$ cat src/rtl/psram_arbiter.sv
// rtl/psram_arbiter.sv - three-port PSRAM request arbiter, video priority with burst cap, host/aux round-robin
// Optional busy watchdog enabled by defining PSRAM_ARB_TIMEOUT_EN.
module psram_arbiter #(
    parameter int ADDR_W         = 22,
    parameter int DATA_W         = 16,
    parameter int VID_BURST_MAX  = 4,
    parameter int TIMEOUT_CYCLES = 1023
) (
    input  logic              clk32,
    input  logic              resetn,
    input  logic [2:0]        req,
    input  logic [2:0]        we,
    input  logic [ADDR_W-1:0] addr0,
    input  logic [ADDR_W-1:0] addr1,
    input  logic [ADDR_W-1:0] addr2,
    input  logic [DATA_W-1:0] wdata0,
    input  logic [DATA_W-1:0] wdata1,
    input  logic [DATA_W-1:0] wdata2,
    output logic [2:0]        ack,
    output logic [DATA_W-1:0] rdata,
    output logic              err,
    output logic              mem_read,
    output logic              mem_write,
    output logic [ADDR_W-1:0] mem_addr,
    output logic [DATA_W-1:0] mem_din,
    input  logic [DATA_W-1:0] mem_dout,
    input  logic              mem_busy
);

    localparam logic [1:0] IDLE      = 2'd0;
    localparam logic [1:0] ISSUE     = 2'd1;
    localparam logic [1:0] WAIT_BUSY = 2'd2;
    localparam logic [1:0] WAIT_DONE = 2'd3;

    logic [1:0]        state;
    logic [1:0]        cur_id;
    logic              cur_we;
    logic [3:0]        burst_cnt;
    logic              rr_last2;
    logic              low_pending;
    logic              vid_win;
    logic              grant;
    logic              timeout;
    logic              to_fire;
    logic [1:0]        win_id;
    logic              win_we;
    logic [ADDR_W-1:0] win_addr;
    logic [DATA_W-1:0] win_wdata;

    assign low_pending = |req[2:1];
    assign vid_win     = req[0] && !((burst_cnt == 4'(VID_BURST_MAX)) && low_pending);
    // The ack cycle is reserved so the acked requester has time to drop req.
    assign grant       = (state == IDLE) && !mem_busy && (|req) && (ack == 3'b000);

    always_comb begin
        win_id = 2'd2;
        if (vid_win) begin
            win_id = 2'd0;
        end else if (req[1] && (!req[2] || rr_last2)) begin
            win_id = 2'd1;
        end
    end

    always_comb begin
        win_we    = we[2];
        win_addr  = addr2;
        win_wdata = wdata2;
        case (win_id)
            2'd0: begin
                win_we    = we[0];
                win_addr  = addr0;
                win_wdata = wdata0;
            end
            2'd1: begin
                win_we    = we[1];
                win_addr  = addr1;
                win_wdata = wdata1;
            end
            default: ;
        endcase
    end

`ifdef PSRAM_ARB_TIMEOUT_EN
    logic [9:0] to_cnt;

    assign timeout = (to_cnt == 10'(TIMEOUT_CYCLES - 1));

    always_ff @(posedge clk32 or negedge resetn) begin
        if (!resetn) begin
            to_cnt <= '0;
        end else if (state == ISSUE) begin
            to_cnt <= '0;
        end else if ((state == WAIT_BUSY || state == WAIT_DONE) && !timeout) begin
            to_cnt <= to_cnt + 10'd1;
        end
    end

    always_ff @(posedge clk32 or negedge resetn) begin
        if (!resetn) begin
            err <= 1'b0;
        end else begin
            err <= to_fire;
        end
    end
`else
    // Watchdog compiled out: never fires, the FSM waits on busy forever.
    assign timeout = (TIMEOUT_CYCLES < 0);
    assign err     = 1'b0;
`endif

    // A normal completion in WAIT_DONE wins over a coincident timeout.
    assign to_fire = timeout && ((state == WAIT_BUSY) || (state == WAIT_DONE && mem_busy));

    always_ff @(posedge clk32 or negedge resetn) begin
        if (!resetn) begin
            state     <= IDLE;
            cur_id    <= 2'd0;
            cur_we    <= 1'b0;
            burst_cnt <= 4'd0;
            rr_last2  <= 1'b1;
            ack       <= 3'b000;
            rdata     <= '0;
            mem_read  <= 1'b0;
            mem_write <= 1'b0;
            mem_addr  <= '0;
            mem_din   <= '0;
        end else begin
            ack       <= 3'b000;
            mem_read  <= 1'b0;
            mem_write <= 1'b0;
            case (state)
                IDLE: begin
                    if (grant) begin
                        cur_id    <= win_id;
                        cur_we    <= win_we;
                        mem_addr  <= win_addr;
                        mem_din   <= win_wdata;
                        mem_write <= win_we;
                        mem_read  <= !win_we;
                        state     <= ISSUE;
                        if (win_id == 2'd0) begin
                            if (!low_pending) begin
                                burst_cnt <= 4'd0;
                            end else if (burst_cnt != 4'hF) begin
                                burst_cnt <= burst_cnt + 4'd1;
                            end
                        end else begin
                            burst_cnt <= 4'd0;
                            rr_last2  <= (win_id == 2'd2);
                        end
                    end
                end
                ISSUE: begin
                    state <= WAIT_BUSY;
                end
                WAIT_BUSY: begin
                    if (to_fire) begin
                        ack   <= 3'b001 << cur_id;
                        state <= IDLE;
                        if (!cur_we) rdata <= DATA_W'(16'hDEAD);
                    end else if (mem_busy) begin
                        state <= WAIT_DONE;
                    end
                end
                WAIT_DONE: begin
                    if (!mem_busy) begin
                        ack   <= 3'b001 << cur_id;
                        state <= IDLE;
                        if (!cur_we) rdata <= mem_dout;
                    end else if (to_fire) begin
                        ack   <= 3'b001 << cur_id;
                        state <= IDLE;
                        if (!cur_we) rdata <= DATA_W'(16'hDEAD);
                    end
                end
                default: state <= IDLE;
            endcase
        end
    end

endmodule

$ cat config.mk
export PLATFORM = sky130hd
export DESIGN_NAME = psram_arbiter
export DESIGN_NICKNAME = d
export VERILOG_FILES = /design/src/rtl/psram_arbiter.sv
export SDC_FILE = /design/constraint.sdc
export NUM_CORES = 1
export LEC_CHECK = 0
export ABC_AREA = 1
export CORE_UTILIZATION = 36
export CTS_BUF_LIST = sky130_fd_sc_hd__clkbuf_16
export CTS_CLUSTER_DIAMETER = 120
export CTS_CLUSTER_SIZE = 14
export DETAILED_ROUTE_END_ITERATION = 12
export PLACE_DENSITY_LB_ADDON = 0.3
export SLEW_MARGIN = 20
export SYNTH_ARGS = -nofsm -noshare
export SYNTH_HDL_FRONTEND = slang
export SYNTH_SLANG_ARGS = --single-unit
$ cat constraint.sdc
create_clock -name clk32 -period 1.51 [get_ports clk32]
set_clock_uncertainty 0.1 [all_clocks]
set_input_delay 0.2265 -clock clk32 [delete_from_list [all_inputs] [get_ports clk32]]
set_output_delay 0.2265 -clock clk32 [all_outputs]
set_load 0.05 [all_outputs]
== Yosys cells after proc, flatten, opt, wreduce, memory -nomap -nowiden ==
Cells that the tools add are included.
Cells by class
  equality and inequality tests: 11
  bitwise operators: 3
  shift-type cells: 1
  reductions and logical operators: 21
  multiplexer cells: 18
  add/subtract/negate cells: 1
Operator list (number)
  $pmux W22 S2: 1
  $pmux W16 S2: 1
  $mux W4: 3
  $reduce_and A3 Y1: 4
  $mux W2: 5
  $pmux W2 S4: 1
  $eq A2 B2 Y1 const B: 3
  $logic_and A1 B1 Y1: 6
  $mux W3: 2
  $ne A2 B2 Y1 const B: 3
  $add A4 B1 Y4 const B: 1
  $eq A2 B1 Y1 const B: 2
  $eq A4 B3 Y1 const B: 1
  $logic_not A1 Y1: 4
  $logic_not A2 Y1: 2
  $mux W1: 4
  $ne A4 B4 Y1 const B: 1
  $logic_not A3 Y1: 1
  $ne A3 B2 Y1 const B: 1
  $not A1 Y1: 3
  $reduce_or A3 Y1: 1
  $shl A1 B2 Y3 const A: 1
  $pmux W1 S2: 1
  $reduce_and A2 Y1: 1
  2 further kinds: 2
Word-level totals
  input port bits: 139
  output and inout bits: 60
  bits in registers: 69

== Depth between registers and ports, before layout ==
Gate-level depths: netlist of the first run.
  word-level depth: 10
  depth in mapped cells: 11
  depth with buffers taken out: 10

== Worst setup path after synthesis of the first run ==
Ideal clock, no wire load.
  path kind: register -> register
  start point: register ack[1]
  end point: register cur_id[0]
  path buffers: 1
  clock period less this slack: 1608 ps
  cell stages (with the launch flop): 6
  arrival: 1384 ps
  slack: -98 ps
  path through: dfrtp_1 -> nor3_1 -> nand3_2 -> inv_2 -> buf_2 -> o21bai_1
Between the ends
  cells in the longest elaborated chain, start to end: 3
Ends and longest elaborated chain
  start: declaration: line 19  | output logic [2:0] ack,
  start signal: assignment: line 158  | ack <= 3'b001 << cur_id;
  start signal: assignment: line 167  | ack <= 3'b001 << cur_id;
  start signal: assignment: line 171  | ack <= 3'b001 << cur_id;
  $logic_not A3 Y1: line 53  | assign grant = (state == IDLE) && !mem_busy && (|req) && (ack == 3'b000);
  $logic_and A1 B1 Y1: line 53
  $reduce_and A2 Y1 (no source line)
  end signal: assignment: line 134  | cur_id <= win_id;
  end: declaration: line 36  | logic [1:0] cur_id;
No other way between the ends.
A chain may end at the register's enable or synchronous reset.

== Worst setup path after layout of the first run ==
  start point: register burst_cnt[1]
  end point: register mem_din[15]
Between the ends
  cells in the longest elaborated chain, start to end: 7
  elaborated cells between the ends (all ways): 8
  those cells by class: eq/ne: 2; mux: 2; reduce/logical: 4
Ends and longest elaborated chain
  start: declaration: line 38  | logic [3:0] burst_cnt;
  start signal: assignment: line 145  | burst_cnt <= burst_cnt + 4'd1;
  $eq A4 B3 Y1 (*): line 51  | assign vid_win = req[0] && !((burst_cnt == 4'(VID_BURST_MAX)) && low_pending);
  $logic_and A1 B1 Y1 (*): line 51
  $logic_not A1 Y1 (*): line 51
  $logic_and A1 B1 Y1 (*): line 51
  $mux W2 (*): line 57  | if (vid_win) begin
  $eq A2 B1 Y1 or $logic_not A2 Y1 (tied branches): line 68  | case (win_id)
  $pmux W16 S2 (*): line 68
  end signal: assignment: line 137  | mem_din <= win_wdata;
  end: declaration: line 25  | output logic [DATA_W-1:0] mem_din,
Every way passes the cells marked *; elsewhere a longest branch is shown, timed or not.

==> flow_summary.json, run 1 <==
{
  "area_delta_synth_final_pct": 102.2,
  "rows": 37,
  "diodes": 0,
  "r2r_end": "mem_din[15]$_DFFE_PN0P_",
  "violations": "setup timing",
  "r2r-start": "burst_cnt[1]$_DFFE_PN0P_",
  "overflow": 0,
  "synth_xor_xnor_area_share": 0.002285,
  "hp-class": "in2async",
  "whs_ps": 266.9,
  "place_area_um2": 6802,
  "dp.cells": 830,
  "vias": 4490,
  "wirelength_um": 14640,
  "crit_chain": "inv_2 > ha_4 > nand2_4 > nor2_4 > nand2_4 > nand2_8 > clkbuf_16 > nand3_1 > nand3_1 > nand2_1 > nand2_1",
  "die_h_um": 105.2,
  "outcome": "finished, violations left",
  "slew_violations": 0,
  "syn_area_um2": 3832,
  "netlist.top_cell.by_area": "dfrtp_1",
  "final_cells": 869,
  "path_max_fanout": 19,
  "setup_slack_ps": -264.2,
  "fp.dieW_um": 105.2,
  "start_util": 0.3712,
  "hold_viol": 0,
  "clk_latency_ps": 330,
  "htreeDepth": 3,
  "fmax_ghz": 0.5636,
  "crit_slowest_cell": "dfrtp_1",
  "die_area_um2": 11060,
  "synthTopCellsByCount": "149 x nand2_1, 108 x nand3_1, 68 x dfrtp_1, 42 x inv_1, 17 x nand4_1",
  "yosysTopAreaCellShare": 0.4440,
  "grt_pass1_wl_um": 21160,
  "drtIter0Drc": 236,
  "netlist_top_cells_area": "dfrtp_1 44%, nand2_1 15%, nand3_1 14%",
  "yosys.area_share.simple": 0.3758,
  "rr_worst_depth": 11,
  "vias_per_cell": 5.167,
  "cts-root-buf": "clkbuf_16",
  "ir_drop_mv": 1.034,
  "wire_per_inst_um": 16.85,
  "synth-main-ff-cell": "dfrtp_1",
  "cp.required_ps": 1670,
  "setup_viol": 50,
  "hpwl_um": 9556,
  "drive_above_1_share": 0.2756,
  "slowest_delay_ps": 390,
  "cts_tree": "built",
  "cp.arrival_ps": 1940,
  "synth_top_family_by_area": "simple AND/OR/NAND/NOR gates",
  "setup_tns_ps": -7266,
  "async_flop_share": 1.000,
  "synth-seq-area-share": 0.4509,
  "drc_errors": 0,
  "powerDensity_nw_per_um2": 1921,
  "io_pins": 199,
  "seq_area_um2": 1732,
  "crit_family": "simple AND/OR/NAND/NOR gates",
  "avgSynthCellArea_um2": 7.869,
  "muxShareOfSynthArea": 0.04962,
  "track_usage": 0.2463,
  "critPathKind": "reg2reg",
  "drtAntennaViolNets": 0,
  "fin_crit_ps": 1774,
  "clock-sinks": 69,
  "synth_edf_count": 0,
  "yosys.area_share.adder": 0.01959,
  "synth_nets": 632,
  "post-route-period-util": 1.175,
  "cap_violations": 0,
  "worstSetupEndpointType": "register",
  "cp-start-kind": "register",
  "cts_inserted_buffers": 9,
  "synth-compound-area-share": 0.008488,
  "yosysUniqueCellTypes": 29,
  "place_congestion": 0.9277,
  "dr.pass1.iters": 6,
  "synth_warnings": 0,
  "synth_cells": 487,
  "dp_slack_ps": -350.5,
  "multi_input_area_um2": 2001,
  "p_leak_nw": 3.688,
  "cts.clk_slew.worst_paths_ps": 60,
  "grt_max_degree": 39,
  "stdcell_area_um2": 7747,
  "io_buffers": 197,
  "final.fill_count": 689,
  "clock_path_buffers": 2,
  "rsz0062_at_grt": "true",
  "ys_ff_latch": 69,
  "layout.nets": 873,
  "rrSetupSlack_ps": -260,
  "antenna_found_initial": 0,
  "post-synth-top-count-cell": "nand2_1",
  "crit_start": "burst_cnt[1]$_DFFE_PN0P_",
  "grt_pass1_vias": 4436,
  "coreArea_um2": 10320,
  "cp_num_buf_inv": 2
}
-- power by group --
part / internal [mW] / switching [mW]
Combinational: 4.57 / 4.60
Sequential: 2.67 / 0.851
Clock: 1.42 / 0.773
-- per-layer routing --
layer | global-route usage | part of all wire | up-vias
met5 | 0 | 0 | -
met4 | 0.1308 | 0.036 | 0
met3 | 0.06363 | 0.083 | 44
met2 | 0.4390 | 0.51 | 268
met1 | 0.2670 | 0.37 | 2101
li1 | - | - | 2077
-- per-stage QoR --
| step | utilization | power (mW) |
|---|---|---|
| after global routing | 0.7505 | 15.50 |
| after global placement | 0.6588 | 11.58 |
| final | 0.7505 | 14.89 |
| after CTS | 0.7267 | 14.60 |
| after detailed placement | 0.6588 | 11.77 |
| after floorplan | - | 7.198 |
-- how the worst max path moves through the flow --
stage,to,cells past startpoint
global placement,mem_addr[3]$_DFFE_PN0P_,8
finish,mem_din[15]$_DFFE_PN0P_,11
global route,mem_din[15]$_DFFE_PN0P_,11
detailed placement,mem_addr[0]$_DFFE_PN0P_,8
floorplan,mem_addr[3]$_DFFE_PN0P_,11
CTS,mem_din[2]$_DFFE_PN0P_,11
-- cell usage in the layout (no fill, tap or decap), types with 4 or more instances in the layout --
| master | count |
|---|---|
| nand2_1 | 138 |
| clkdlybuf4s50_1 | 136 |
| nand3_1 | 103 |
| buf_12 | 69 |
| dfrtp_1 | 65 |
| inv_1 | 39 |
| buf_4 | 34 |
| nand4_1 | 17 |
| nand3b_1 | 15 |
| clkbuf_16 | 13 |
| mux2_2 | 12 |
| buf_6 | 10 |
| inv_2 | 8 |
| nand2_4 | 8 |
| nor2_1 | 6 |
| nand2_2 | 5 |
| nor3_1 | 4 |
| nor2_4 | 4 |
| nand3_4 | 4 |
| mux2_4 | 4 |
-- state kept, by name, summed over array words and instances, names as in the netlist --
signal and flops:
cur_we 1, mem_read 1, rr_last2 1, ack 3, mem_addr 22, mem_din 16
state 2, burst_cnt 4, rdata 16, mem_write 1, cur_id 2
-- kinds of logic (layout without fill, tap and decap cells) --
group                      count (synthesis)  count (layout)
buffers and inverters                     77             322
AOI/OAI and AO/OA                          6               6
DFF                                       69              69
other                                      1               1
and+or+nand+nor                          310             311
muxes                                     17              17
adders and majority gates                  6               6
xor gates and xnor gates                   1               1
-- worst reg2reg max path, delay by kind of cell (launching register included) --
family / cells / cell delay (ps)
adders and majority gates: 1 / 140
buffers and inverters: 2 / 280
DFF: 1 / 390
and+or+nand+nor: 8 / 800
-- cell type report --
type,count,area share
clock buffer,9,0.02907
clock inverter,7,0.01082
sequential,69,0.2235
inverter,46,0.02390
timing repair buffer,260,0.4325
tap,136,0.02196
multi-input combinational,342,0.2582
-- timing repair --
action | 4_1_cts | 5_1_grt
endpoints found under the hold margin | 21 | 0
resized for setup | 44 | 41
hold buffers | 1 | 0
pin swaps | 9 | 17
gates cloned | 5 | 7
setup buffers | 8 | 6
endpoints found under the setup margin | 66 | 66
Note: power is estimated with default switching activity, not from simulation.
==> run 2, diff against run 1 <==
CAP_MARGIN = 0   (was not set)
==> results of run 2 <==
The final DEF is identical to that of run 1; final timing and power are the same.
